==> config.mk <==
export PLATFORM = sky130hd
export DESIGN_NAME = alu_ex_stage
export DESIGN_NICKNAME = d
export VERILOG_FILES = /design/src/rtl/alu_ex_stage.sv
export SDC_FILE = /design/constraint.sdc
export NUM_CORES = 1
export LEC_CHECK = 0
export ABC_AREA = 1
export CAP_MARGIN = 20
export CORE_MARGIN = 2
export CORE_UTILIZATION = 57
export CTS_CLUSTER_DIAMETER = 150
export CTS_CLUSTER_SIZE = 40
export DETAILED_ROUTE_END_ITERATION = 7
export PLACE_DENSITY = 0.83
export SYNTH_ARGS = -nofsm -noshare
export SYNTH_HDL_FRONTEND = slang
export SYNTH_SLANG_ARGS = --single-unit
==> constraint.sdc <==
create_clock -name clk -period 5.6 [get_ports clk]
set_clock_uncertainty 0.1 [all_clocks]
set_input_delay 1.12 -clock clk [delete_from_list [all_inputs] [get_ports clk]]
set_output_delay 1.12 -clock clk [all_outputs]
set_load 0.02 [all_outputs]
==> src/rtl/alu_ex_stage.sv <==
// alu_ex_stage
// Execute-stage ALU sitting between the ALU control decoder and the EX/MEM
// boundary. Computes AND/OR/ADD/SUB on two operands and registers the result,
// a zero flag, an illegal-op flag and the destination tag. A valid/ready
// handshake with a one-entry skid buffer lets downstream stall without
// dropping or reordering any accepted operation. A flush input discards all
// held and incoming work (branch mispredict).
//
// Ports:
//   clk         rising-edge clock
//   reset       synchronous, active-high reset
//   in_valid    upstream presents an operation
//   in_ready    stage can accept this cycle (registered, = ~skid_valid)
//   operation   4-bit ALU op code: 0000 AND, 0001 OR, 0010 ADD, 0110 SUB
//   a, b        operands (WIDTH bits)
//   rd_in       destination tag, passed through (RD_W bits)
//   flush       discard all held and incoming work
//   out_valid   result register holds valid data
//   out_ready   downstream accepts this cycle
//   result      registered ALU result
//   zero        registered (result == 0)
//   illegal_op  registered flag: op code was not one of the four legal codes
//   rd_out      registered destination tag

module alu_ex_stage #(
  parameter int WIDTH = 64,
  parameter int RD_W  = 5
) (
  input  logic             clk,
  input  logic             reset,
  input  logic             in_valid,
  output logic             in_ready,
  input  logic [3:0]       operation,
  input  logic [WIDTH-1:0] a,
  input  logic [WIDTH-1:0] b,
  input  logic [RD_W-1:0]  rd_in,
  input  logic             flush,
  output logic             out_valid,
  input  logic             out_ready,
  output logic [WIDTH-1:0] result,
  output logic             zero,
  output logic             illegal_op,
  output logic [RD_W-1:0]  rd_out
);

  localparam logic [3:0] OP_AND = 4'b0000;
  localparam logic [3:0] OP_OR  = 4'b0001;
  localparam logic [3:0] OP_ADD = 4'b0010;
  localparam logic [3:0] OP_SUB = 4'b0110;

  // Skid buffer: holds one accepted op while the main register is stalled.
  logic             skid_valid;
  logic [WIDTH-1:0] skid_result;
  logic             skid_zero;
  logic             skid_illegal;
  logic [RD_W-1:0]  skid_rd;

  logic [WIDTH-1:0] alu_result;
  logic             alu_illegal;
  logic             alu_zero;
  logic             accept;
  logic             main_free;

  // in_ready depends only on registered state, so there is no combinational
  // path from out_ready back to upstream.
  assign in_ready  = ~skid_valid;
  assign accept    = in_valid && in_ready;
  // Main register can take new data when it is empty or draining this cycle.
  assign main_free = !out_valid || out_ready;

  // Combinational ALU on the presented operands. Illegal codes yield 0,
  // which makes zero come out as 1 through the normal zero computation.
  always_comb begin
    alu_result  = '0;
    alu_illegal = 1'b0;
    case (operation)
      OP_AND:  alu_result = a & b;
      OP_OR:   alu_result = a | b;
      OP_ADD:  alu_result = a + b;
      OP_SUB:  alu_result = a - b;
      default: alu_illegal = 1'b1;
    endcase
  end

  assign alu_zero = (alu_result == '0);

  always_ff @(posedge clk) begin
    if (reset) begin
      out_valid    <= 1'b0;
      result       <= '0;
      zero         <= 1'b0;
      illegal_op   <= 1'b0;
      rd_out       <= '0;
      skid_valid   <= 1'b0;
      skid_result  <= '0;
      skid_zero    <= 1'b0;
      skid_illegal <= 1'b0;
      skid_rd      <= '0;
    end else if (flush) begin
      // Payloads keep stale values; the cleared valid bits mask them.
      out_valid  <= 1'b0;
      skid_valid <= 1'b0;
    end else if (main_free) begin
      if (skid_valid) begin
        // Skid entry is older than anything upstream, so it goes first.
        // in_ready was 0 this cycle, so no accept can collide with it.
        out_valid  <= 1'b1;
        result     <= skid_result;
        zero       <= skid_zero;
        illegal_op <= skid_illegal;
        rd_out     <= skid_rd;
        skid_valid <= 1'b0;
      end else if (accept) begin
        out_valid  <= 1'b1;
        result     <= alu_result;
        zero       <= alu_zero;
        illegal_op <= alu_illegal;
        rd_out     <= rd_in;
      end else begin
        out_valid <= 1'b0;
      end
    end else if (accept) begin
      // Main is stalled: park the new op in the skid buffer.
      skid_valid   <= 1'b1;
      skid_result  <= alu_result;
      skid_zero    <= alu_zero;
      skid_illegal <= alu_illegal;
      skid_rd      <= rd_in;
    end
  end

endmodule

# Word level (Yosys, flattened, before mapping)
# Index checks and enable logic that the tools add are counted.
# totals
regBits	144
inputBits	142
output_inout_bits	73
elab_cells	43
# op_classes
addsub	2
eq_ne	3
mux	12
bitwise_logic	5
reduce_logical	11
# ops
op	count
$pmux W64 S4	1
$mux W64	2
$add A64 B64 Y64	1
$and A64 B64 Y64	1
$logic_not A64 Y1	1
$or A64 B64 Y64	1
$sub A64 B64 Y64	1
$mux W5	2
$mux W1	7
$reduce_and A3 Y1	2
$eq A4 B1 Y1 const B	1
$eq A4 B2 Y1 const B	1
$eq A4 B3 Y1 const B	1
$logic_not A4 Y1	1
$reduce_or A4 Y1	1
$not A1 Y1	3
$reduce_or A3 Y1	1
$reduce_bool A2 Y1	1
$reduce_or A2 Y1	1
$logic_and A1 B1 Y1	1
$logic_not A1 Y1	1
$logic_or A1 B1 Y1	1

# Longest topological paths before layout
# Gate-level depths: netlist of run 1.
# depth
ltp_word	5
depth_mapped	35
ltp_nobuf	35

# Worst setup path after synthesis of run 1
# OpenSTA, ideal clock, no wires.
# synth_timing
path_kind	input-to-reg
from	in b[0]
to	reg zero
setup_ns	0.066
arrival_ns	4.532
required_ns	5.434
slack_ns	0.902
cell_stages	30
path_buffers	0
cell_sequence	inv_1 ha_1 nand3_1 nor3_2 nand2_1 nor2_2 nand3_1 o31ai_4 o211ai_2 nor2_2 o21ai_1 xor2_1 ha_1 nand2_1 inv_1 nand2_1 nor3_1 and2_1 nand2_1 nand2_1 nand2_1 nand3_1 nand2_1 nor2_1 nand2_1 nor2_1 nand4_1 nand2_1 nand2_1 a21oi_2
# synth_via
elab_chain_len	5
elab_cells_between_ends	8
classes_between	add/sub: 2; mux: 3; bitwise: 2; reduce/logical: 1
# synth_rtl
element	line	text
start: declaration	35	input logic [WIDTH-1:0] b,
$sub A64 B64 Y64, or another cell as far along	80	OP_SUB: alu_result = a - b;
$pmux W64 S4 (*)	76	case (operation)
$logic_not A64 Y1 (*)	85	assign alu_zero = (alu_result == '0);
$mux W1 (*)	113	end else if (accept) begin
$mux W1 (*)	104	if (skid_valid) begin
end signal: assignment	109	zero <= skid_zero;
end signal: assignment	116	zero <= alu_zero;
end: declaration	41	output logic zero,
# Mark *: on every way between the ends. The rest lies on a longest branch, timed or not. The select of a mux whose other input is x is not followed.
# A chain may end at the register's enable or synchronous reset.

# Final worst setup path of run 1
# layout_timing
from	in b[6]
to	reg zero
# The elaborated chain is that of the path after synthesis.

==> flow_metrics.py, run 1 <==
metrics = {
    "logic_synthesis": {
        "ys_ff_latch": 144,
        "synth_top_cell_by_area": "nand2_1",
        "synth_area_leaders": "nand2_1 (19%), dfxtp_1 (19%), inv_1 (13%), a21oi_1 (9.4%), nor2_1 (7.2%)",
        "synth_cell_types": 48,
        "yosysSeqAreaShare": 0.189,
        "synth_nets": 3009,
        "netlist_area_sq_mm": 0.0152,
        "syn_avg_cell_area_sq_um": 5.45,
        "synth_top_area_frac": 0.194,
        "yosysWarnings": 0,
        "syn_inst": 2800,
    },
    "floorplanning": {
        "die_x_microns": 168,
        "die_y_microns": 168,
        "die_area_sq_mm": 0.0281,
        "io_pins": 215,
        "rows": 59,
        "core_area_sq_mm": 0.0261,
        "initial_core_util": 0.584,
    },
    "cts": {
        "clockBufferDepth": 2,
        "root_buffer": "clkbuf_16",
        "cts_made_buffers": 17,
        "insertion_delay_ns": 0.43,
        "cts_tree": "built",
        "cts.sinks": 144,
        "clk_transition_reported_paths_ns": 0.06,
        "cts.htree.levels": 4,
    },
    "sta": {
        "fin_crit_sh": 0.966,
        "slew_violations": 0,
        "hold_viol_final": 0,
        "slew_headroom": 0.277,
        "finalWorstSetupSlack_ns": 0.192,
        "hold_ws_ns": 0.365,
        "worst_slew_pin_slew_ns": 1.08,
        "final-setup-viol-count": 0,
        "fmax_mhz": 185,
        "finalCriticalPeriod_ns": 5.41,
    },
    "place": {
        "place.gp.congestion": 1.12,
        "port_buffers": 214,
        "dpl_worst_slack_ns": -0.483,
        "dpl-instance-area_sq_mm": 0.0195,
        "dpl.hpwl_microns": 50200,
    },
    "setup_path": {
        "startpoint_type": "input pin",
        "slowest_delay_ns": 0.43,
        "slowest_stage": "clkdlybuf4s50_1",
        "rr_worst_depth": 9,
        "worstPathRequired_ns": 5.77,
        "arrival_ns": 5.58,
        "worstSetupEndpointType": "flip-flop",
        "path_max_fanout": 4,
        "worstSetupPathType": "in2reg",
    },
    "grt": {
        "grt_pass1_wl_microns": 98500,
        "grt_max_degree": 129,
        "antenna_found_initial": 3,
        "grt_overflow": 0,
        "grt_usage": 0.445,
        "grt_pass1_vias": 18700,
    },
    "pwr": {
        "p_sw_mw": 1.44,
        "power.internal_mw": 2.39,
        "power_mw": 3.82,
        "p_comb_frac": 0.405,
        "p_leak_nw": 10.8,
        "clkPwrFrac": 0.317,
        "p_per_area_mw_per_mm2": 185,
        "power.share.switching": 0.376,
        "peakVddDrop_mv": 0.172,
        "power_frac_seq": 0.278,
    },
    "final_layout": {
        "fillCellCount": 2029,
        "drive_above_1_share": 0.155,
        "fin_nets": 3433,
        "syn_to_final_growth_pct": 35.2,
        "final_cell_mix": "nand2_1 (765), inv_1 (508), buf_4 (276)",
        "final_common_cell": "nand2_1",
        "final_core_util": 0.789,
        "stdcell_area_sq_mm": 0.0206,
    },
    "routing": {
        "vias_per_cell": 5.74,
        "post_drt_wl_per_cell_microns": 18.4,
        "ant_nets": 0,
        "num_vias": 20500,
        "drt_pass1_iterations": 7,
        "drt_iter0_markers": 3106,
        "drc": 0,
        "wl_microns": 65900,
    },
    "worst_hold_path": {
        "min_delay_path_depth": 2,
        "min_path_type": "reg2reg",
    },
    "flow_run": {
        "cap_violations": 0,
    },
    "outcome": {
        "status": "finished clean",
    },
}
-- area by class of cell --
type	instances	area, sq um	area share
Clock buffer	19	454	0.0220
Antenna cell	3	7.51	0.000364
Multi-Input combinational cell	2036	10400	0.505
Inverter	534	2010	0.0973
Sequential cell	144	2890	0.140
Clock inverter	13	171	0.00832
Tap cell	335	419	0.0203
Timing Repair Buffer	491	4260	0.207
-- kinds of logic after synthesis --
kind of cell,count (synthesis),synth area share
AND/OR/NAND/NOR,1329,0.365
buffers and inverters,620,0.154
AO/OA/AOI/OAI,579,0.202
flip-flops,144,0.189
XOR/XNOR,61,0.0350
adder cells (fa/ha/maj),67,0.0555
-- cell usage after synthesis (all sizes together) --
master	number
a41oi	2
a21oi	290
and2	5
nand4	22
nor4	14
nand2	809
nor2	332
a41o	1
nand3b	11
o31ai	3
xor2	41
a22o	1
a31oi	53
clkinv	3
nor3	19
a21boi	1
o21a	3
dfxtp	144
buf	26
or4	1
or2	5
o211ai	9
o41ai	1
xnor2	20
o21ai	210
a211oi	1
o21bai	4
nand3	111
ha	66
fa	1
clkbuf	60
inv	531
-- state kept, by name, indices dropped and copies added, names as in the netlist --
name and flops:
skid_result 64, skid_valid 1, out_valid 1, rd_out 5
result 64, skid_rd 5, skid_zero 1, zero 1
illegal_op 1, skid_illegal 1
-- timing repair --
action	4_1_cts	5_1_grt
pin swaps	2	32
endpoints found under the setup margin	1	55
setup buffers	2	9
hold buffers	0	0
hold endpoints to repair	0	0
gates resized for setup	4	115
-- critical path: cells and delay by family --
| kind | cells | cell delay (ns) |
|---|---|---|
| and+or+nand+nor | 18 | 2.11 |
| buffers and inverters | 7 | 1.29 |
| AOI/OAI and AO/OA | 3 | 0.50 |
| adders and majority gates | 1 | 0.40 |
| xor gates and xnor gates | 1 | 0.15 |
-- per-layer routing --
layer  vias to the layer above  GRT usage  part of all wire
met5                         -          0                 0
met2                      1440      0.711              0.44
met3                       263     0.0860              0.12
li1                       9640          -                 -
met4                         0      0.206             0.054
met1                      9171      0.582              0.39
-- power by group through the flow --
stage          registers, mW  logic [mW]  clock network [mW]
6_report                1.06        1.55                1.21
5_1_grt                 1.06        1.66                1.25
4_1_cts                 1.06        1.45                1.20
3_5_place_dp            1.08        1.43                   0
3_3_place_gp            1.08        1.40                   0
2_1_floorplan           1.10       0.757                   0
-- path summary, 6_finish.rpt --
path / endpoint / startpoint / slack [ns]
max reg2reg: skid_result[42] / skid_valid / 2.38
max: zero / b[6] / 0.19
min: result[18] / result[18] / 0.36
min reg2reg: result[18] / result[18] / 0.36
-- per-stage QoR --
| stage | cells | setup TNS, ns |
|---|---|---|
| 2_1_floorplan | 2800 | 0 |
| 3_3_place_gp | 3528 | -1.13 |
| 3_5_place_dp | 3528 | -5.71 |
| 4_1_cts | 3562 | 0 |
| 5_1_grt | 3575 | -0.0276 |
| 6_report | 3575 | 0 |
Note: power is estimated with default switching activity, not from simulation.
==> run 2: changes to the inputs <==
Settings changed: CTS_CLUSTER_DIAMETER 150 to unset.
==> results of run 2 <==
Final layout, timing and power as in run 1 (identical DEF).
